## src/rtl/pack_adapter.sv

```systemverilog
// -----------------------------------------------------------------------------
// pack_adapter
//
// Packs RATIO narrow input beats of WIDTH_DIN bits into one wide output word.
// A word closes either when RATIO beats have been collected or early, when
// a beat arrives with din_last set. Lanes that a partial word does not fill
// are zero and have their keep bit cleared. The closed word is registered
// and appears one clock after its closing beat. The output holds it until
// downstream accepts it.
//
// Parameters
//   WIDTH_DIN  input beat width (1..64)
//   RATIO      beats per output word (2..16)
//   MSB_FIRST  1: first beat in the most significant lane, 0: first beat in lane 0
//
// Ports
//   clk        clock, all logic on the rising edge
//   rstn       synchronous active-low reset
//   din_vld    input beat valid
//   din_rdy    input beat ready (combinational: !dout_vld || dout_rdy)
//   din        input beat data
//   din_last   closes the current word early; sampled only on accept
//   dout_vld   output word valid, held until accepted
//   dout_rdy   downstream ready
//   dout       packed output word
//   dout_keep  per-lane valid mask, bit i covers dout[i*WIDTH_DIN +: WIDTH_DIN]
//   dout_last  word was closed by din_last
//   word_cnt   count of accepted output words (only with PACK_ADAPTER_WCNT_EN)
//
// Optional feature macro: PACK_ADAPTER_WCNT_EN adds the word_cnt port and its
// wrapping 32-bit counter.
// -----------------------------------------------------------------------------
module pack_adapter #(
    parameter int WIDTH_DIN = 8,
    parameter int RATIO     = 4,
    parameter int MSB_FIRST = 1
) (
    input  logic                       clk,
    input  logic                       rstn,
    input  logic                       din_vld,
    output logic                       din_rdy,
    input  logic [WIDTH_DIN-1:0]       din,
    input  logic                       din_last,
    output logic                       dout_vld,
    input  logic                       dout_rdy,
    output logic [WIDTH_DIN*RATIO-1:0] dout,
    output logic [RATIO-1:0]           dout_keep,
    output logic                       dout_last
`ifdef PACK_ADAPTER_WCNT_EN
    ,
    output logic [31:0]                word_cnt
`endif
);

    localparam int CNT_W  = $clog2(RATIO);
    localparam int WORD_W = WIDTH_DIN * RATIO;

    typedef enum logic {
        ST_EMPTY   = 1'b0,
        ST_FILLING = 1'b1
    } state_t;

    state_t              state_r;
    state_t              state_nxt_s;
    logic [CNT_W-1:0]    cnt_r;
    logic [CNT_W-1:0]    cnt_nxt_s;
    logic [WORD_W-1:0]   acc_data_r;
    logic [WORD_W-1:0]   acc_data_nxt_s;
    logic [RATIO-1:0]    acc_keep_r;
    logic [RATIO-1:0]    acc_keep_nxt_s;

    logic [WORD_W-1:0]   merged_data_s;
    logic [RATIO-1:0]    merged_keep_s;
    logic [CNT_W-1:0]    lane_s;
    logic                accept_s;
    logic                close_s;

    logic                dout_vld_r;
    logic [WORD_W-1:0]   dout_r;
    logic [RATIO-1:0]    dout_keep_r;
    logic                dout_last_r;

    // Input handshake: a beat is only taken when the output register can
    // absorb a word this cycle, so a closing beat never has to wait.
    always_comb begin
        din_rdy  = !dout_vld_r || dout_rdy;
        accept_s = din_vld && din_rdy;
        close_s  = accept_s && ((cnt_r == CNT_W'(RATIO - 1)) || din_last);
    end

    // Lane selection for the current beat and the accumulator with it merged in.
    always_comb begin
        merged_data_s = acc_data_r;
        merged_keep_s = acc_keep_r;
        if (MSB_FIRST != 0) begin
            lane_s = CNT_W'(RATIO - 1) - cnt_r;
        end else begin
            lane_s = cnt_r;
        end
        for (int i = 0; i < RATIO; i++) begin
            if (lane_s == CNT_W'(i)) begin
                merged_data_s[i*WIDTH_DIN +: WIDTH_DIN] = din;
                merged_keep_s[i]                        = 1'b1;
            end else begin
                merged_data_s[i*WIDTH_DIN +: WIDTH_DIN] = acc_data_r[i*WIDTH_DIN +: WIDTH_DIN];
                merged_keep_s[i]                        = acc_keep_r[i];
            end
        end
    end

    // Next-state logic: accumulate non-closing beats, empty on a closing beat.
    always_comb begin
        state_nxt_s    = state_r;
        cnt_nxt_s      = cnt_r;
        acc_data_nxt_s = acc_data_r;
        acc_keep_nxt_s = acc_keep_r;
        case (state_r)
            ST_EMPTY, ST_FILLING: begin
                if (close_s) begin
                    state_nxt_s    = ST_EMPTY;
                    cnt_nxt_s      = {CNT_W{1'b0}};
                    acc_data_nxt_s = {WORD_W{1'b0}};
                    acc_keep_nxt_s = {RATIO{1'b0}};
                end else if (accept_s) begin
                    state_nxt_s    = ST_FILLING;
                    cnt_nxt_s      = cnt_r + CNT_W'(1);
                    acc_data_nxt_s = merged_data_s;
                    acc_keep_nxt_s = merged_keep_s;
                end else begin
                    state_nxt_s    = state_r;
                end
            end
            default: begin
                state_nxt_s    = ST_EMPTY;
                cnt_nxt_s      = {CNT_W{1'b0}};
                acc_data_nxt_s = {WORD_W{1'b0}};
                acc_keep_nxt_s = {RATIO{1'b0}};
            end
        endcase
    end

    // State, beat counter and accumulator registers.
    always_ff @(posedge clk) begin
        if (!rstn) begin
            state_r    <= ST_EMPTY;
            cnt_r      <= {CNT_W{1'b0}};
            acc_data_r <= {WORD_W{1'b0}};
            acc_keep_r <= {RATIO{1'b0}};
        end else begin
            state_r    <= state_nxt_s;
            cnt_r      <= cnt_nxt_s;
            acc_data_r <= acc_data_nxt_s;
            acc_keep_r <= acc_keep_nxt_s;
        end
    end

    // Output word register: loads on a closing beat, otherwise holds its data;
    // valid drops only after an accept with no new word behind it.
    always_ff @(posedge clk) begin
        if (!rstn) begin
            dout_vld_r  <= 1'b0;
            dout_r      <= {WORD_W{1'b0}};
            dout_keep_r <= {RATIO{1'b0}};
            dout_last_r <= 1'b0;
        end else if (close_s) begin
            dout_vld_r  <= 1'b1;
            dout_r      <= merged_data_s;
            dout_keep_r <= merged_keep_s;
            dout_last_r <= din_last;
        end else if (dout_vld_r && dout_rdy) begin
            dout_vld_r  <= 1'b0;
        end else begin
            dout_vld_r  <= dout_vld_r;
        end
    end

    assign dout_vld  = dout_vld_r;
    assign dout      = dout_r;
    assign dout_keep = dout_keep_r;
    assign dout_last = dout_last_r;

`ifdef PACK_ADAPTER_WCNT_EN
    logic [31:0] word_cnt_r;

    // Accepted-word counter, wraps naturally at 32 bits.
    always_ff @(posedge clk) begin
        if (!rstn) begin
            word_cnt_r <= 32'd0;
        end else if (dout_vld_r && dout_rdy) begin
            word_cnt_r <= word_cnt_r + 32'd1;
        end else begin
            word_cnt_r <= word_cnt_r;
        end
    end

    assign word_cnt = word_cnt_r;
`endif

endmodule

```

## config.mk

```make
export PLATFORM = sky130hd
export DESIGN_NAME = pack_adapter
export DESIGN_NICKNAME = d
export VERILOG_FILES = /design/src/rtl/pack_adapter.sv
export SDC_FILE = /design/constraint.sdc
export NUM_CORES = 1
export LEC_CHECK = 0
export CAP_MARGIN = 20
export CORE_MARGIN = 10
export CORE_UTILIZATION = 40
export CTS_CLUSTER_DIAMETER = 40
export DETAILED_ROUTE_END_ITERATION = 12
export GPL_TIMING_DRIVEN = 0
export HOLD_SLACK_MARGIN = 0.08
export PLACE_DENSITY = 0.61
export SLEW_MARGIN = 0
export SYNTH_ARGS = -nofsm -noshare
export SYNTH_HDL_FRONTEND = slang
export SYNTH_SLANG_ARGS = --single-unit
export TNS_END_PERCENT = 20
```

## constraint.sdc

```tcl
create_clock -name clk -period 1.9 [get_ports clk]
set_input_delay 0.19 -clock clk [delete_from_list [all_inputs] [get_ports clk]]
set_output_delay 0.19 -clock clk [all_outputs]
set_load 0.005 [all_outputs]
```

==> out/results.txt, run 1 <==
Critical path's slowest cell -> clkbuf_1
Final net count -> 442
Total clock sinks -> 76
Final antenna-violating net count -> 0
CTS tree -> done
Filler cells -> 801
Hold Startpoint -> dout[9]$_SDFFE_PN0P_
Non-Filler Instances -> 535
Synthesized area per cell -> 9.11 um^2
Most frequent cells in the layout -> dfxtp_1, nand2_1, clkdlybuf4s50_1, mux2i_1, mux2_2
CP endpoint kind -> register
CP Cell Sequence -> inv_1 > ha_1 > clkbuf_1 > nand2_1 > o21ai_0 > a21oi_1
Clock transition at path regs -> 0.08 ns
Core Area -> 8130 um^2
Die Span Y -> 111 um
Max-Cap Viols -> 0
Placed instance count -> 520
Flip-flop and latch count after synthesis -> 76
CP Class -> reg2reg
Distinct cells, synth -> 24
RR Endpoint -> acc_data_r[24]$_SDFFE_PP0P_
Most common cell after layout, fill and taps aside -> dfxtp_1
Drt pass-1 iters -> 4
Max Clk Rate -> 543 MHz
First-pass GRT wire length -> 14,100 um
Buffers on Ports -> 51
Reg2reg setup slack -> 0.06 ns
Ports -> 52
Setup violators final -> 0
Clock latency on the worst-skew pair -> 0.33 ns
Cell Area, Placed -> 3960 um^2
DRC errors left -> 0
Setup crit start -> cnt_r[0]$_SDFFE_PP0P_
DR vias -> 2,713
R2R depth -> 6
Layout area overhead -> 24.4%
Min-Delay Path Depth -> 2
Number of synthesized flops with an enable pin -> 0
Row count -> 33
Vias per inst -> 5.07
Largest stage delay, worst path -> 0.43 ns
Period Utilization, post-route -> 96.9%
Layout cell share with drive strength beyond 1 -> 12.8%
Clock buffer depth -> 2
Largest net degree at the start of global routing -> 17
Routed wire per std cell -> 16.0 um
Synthesized cell area -> 3320 um^2
Reg2Reg Launch Point -> cnt_r[0]$_SDFFE_PP0P_
Total wire length -> 8570 um
Number of hold buffers added after CTS -> 0
CP Launch Type -> register
Sequential area share after synthesis -> 45.9%
Initial antenna violation count -> 0
Required @ worst endpoint -> 2.10 ns
Die area -> 12,300 um^2
Gr usage total -> 13.7%
Chip width -> 111 um
Final Wtd Congestion -> 0.844
Gate Count Post-Synth -> 364
Number of antenna diodes -> 0
Warnings from Yosys -> 0
Hold endpoint -> dout[9]$_SDFFE_PN0P_
Min Tclk post-route -> 1.84 ns
Root buffer cell -> clkbuf_8
Hold Crit Class -> reg2reg
Power density over cell area -> 754 nW/um^2
Maximum vdd drop -> 399 uV
Syn nets -> 381
Unrepaired setup endpoints after global routing -> yes
Critical Path AT -> 2.05 ns
DR iter-0 viols -> 151
Final setup margin -> 0.0588 ns
Clock skew -> 0.00675 ns
Slew Viols, Final -> 0
Leakage -> 1.65 nW
Initial Util -> 40.8%
Relative slew slack -> 62.9%
Final Hold Viols -> 0
Fin area -> 4120 um^2
CTS buffer count -> 9
Detailed placement HPWL -> 5930 um
H-tree depth -> 3
Final core occ -> 50.7%
Ys flop type -> dfxtp_1
GR Overflow Total -> 0
Pre-CTS WS -> -0.362 ns
Actual slew at the worst max-slew pin -> 0.557 ns
Outcome -> finished clean
CP max FO -> 10
Setup TNS -> 0 ns
Vias in the first global route -> 2,690
Async S/R FF share, synth -> 0%
-- cell families after synthesis --
family	count (synthesis)	share of synthesized area, %
buffers and inverters	36	5.47
AND/OR/NAND/NOR	116	15.4
adder cells (fa/ha/maj)	4	1.51
flip-flops	76	45.9
AO/OA/AOI/OAI	65	10.3
multiplexers	67	21.4
-- per-stage QoR --
stage / power (mW) / hold slack [ns]
3_3_place_gp: 2.08 / 0.437
3_5_place_dp: 2.08 / 0.448
5_1_grt: 3.26 / 0.478
4_1_cts: 3.14 / 0.462
6_report: 3.11 / 0.458
2_1_floorplan: 1.92 / 0.338
-- area by class of cell --
| cell class | instances | area [um^2] | area share [%] |
|---|---|---|---|
| multi-input cells | 252 | 1610 | 39.1 |
| plain buffers | 30 | 161 | 3.91 |
| clock buffers | 14 | 153 | 3.70 |
| repair buffers | 51 | 510 | 12.4 |
| well taps | 105 | 131 | 3.19 |
| clock inverters | 2 | 10.0 | 0.243 |
| flip-flops and latches | 76 | 1520 | 36.9 |
| inverters | 5 | 23.8 | 0.576 |
-- synth_stat cells (all sizes together), types with 2 or more instances --
cell type | count | area share, %
a21oi | 30 | 4.5
a31oi | 2 | 0.38
and2 | 3 | 0.57
and3 | 8 | 1.5
buf | 7 | 2.2
clkbuf | 24 | 2.7
dfxtp | 76 | 46
ha | 4 | 1.5
inv | 4 | 0.45
mux2 | 32 | 11
mux2i | 35 | 11
nand2 | 71 | 8.0
nand3 | 26 | 3.9
nor2 | 5 | 0.57
o21ai | 29 | 4.4
-- worst max path at each step --
stage	cells past startpoint	end	slack, ns
after floorplan	6	dout[10]$_SDFFE_PN0P_	0.45
after global placement	6	din_rdy	-0.34
after detailed placement	6	din_rdy	-0.36
after CTS	4	din_rdy	0.08
after global routing	6	acc_data_r[25]$_SDFFE_PP0P_	-0.08
final	6	acc_data_r[24]$_SDFFE_PP0P_	0.06
-- routing by layer --
metal | wire length, um | share of wire (%) | global-route usage, %
met5 | 0 | 0 | 0
met4 | 95 | 1.1 | 3.86
met3 | 515 | 6.0 | 3.52
met2 | 3970 | 46 | 21.6
met1 | 3990 | 47 | 18.0
-- power breakdown --
part / switching, mW / leakage (nW) / internal [mW] / total (mW)
sequential: 0.0207 / 0.616 / 1.63 / 1.65
combinational: 0.212 / 0.954 / 0.176 / 0.388
clock: 0.558 / 0.0844 / 0.509 / 1.07
-- worst max-delay path, delay by kind of cell, from the launching register on --
family | cells | cell delay [ns]
adder cells (fa/ha/maj) | 1 | 0.19
buffers and inverters | 2 | 0.55
AO/OA/AOI/OAI | 2 | 0.33
flip-flops | 1 | 0.34
AND/OR/NAND/NOR | 1 | 0.30
-- sequential cells by signal, summed over array words and instances (netlist names) --
signal	count
acc_data_r	32
dout	32
acc_keep_r	4
dout_keep	4
cnt_r	2
dout_last	1
dout_vld	1
-- timing repair --
action	CTS	global route
setup buffers	0	0
pin swaps	0	0
gates resized for setup	2	4
setup endpoints to repair	1	20
No activity file was read; power rests on OpenSTA's default activity.
==> run 2: changes to the inputs <==
--- a/config.mk
+++ b/config.mk
@@ -13,7 +13,7 @@
 export GPL_TIMING_DRIVEN = 0
 export HOLD_SLACK_MARGIN = 0.08
 export PLACE_DENSITY = 0.61
-export SLEW_MARGIN = 0
+export SLEW_MARGIN = 20
 export SYNTH_ARGS = -nofsm -noshare
 export SYNTH_HDL_FRONTEND = slang
 export SYNTH_SLANG_ARGS = --single-unit
==> results of run 2 <==
The final DEF is identical to that of run 1; final timing and power are the same.
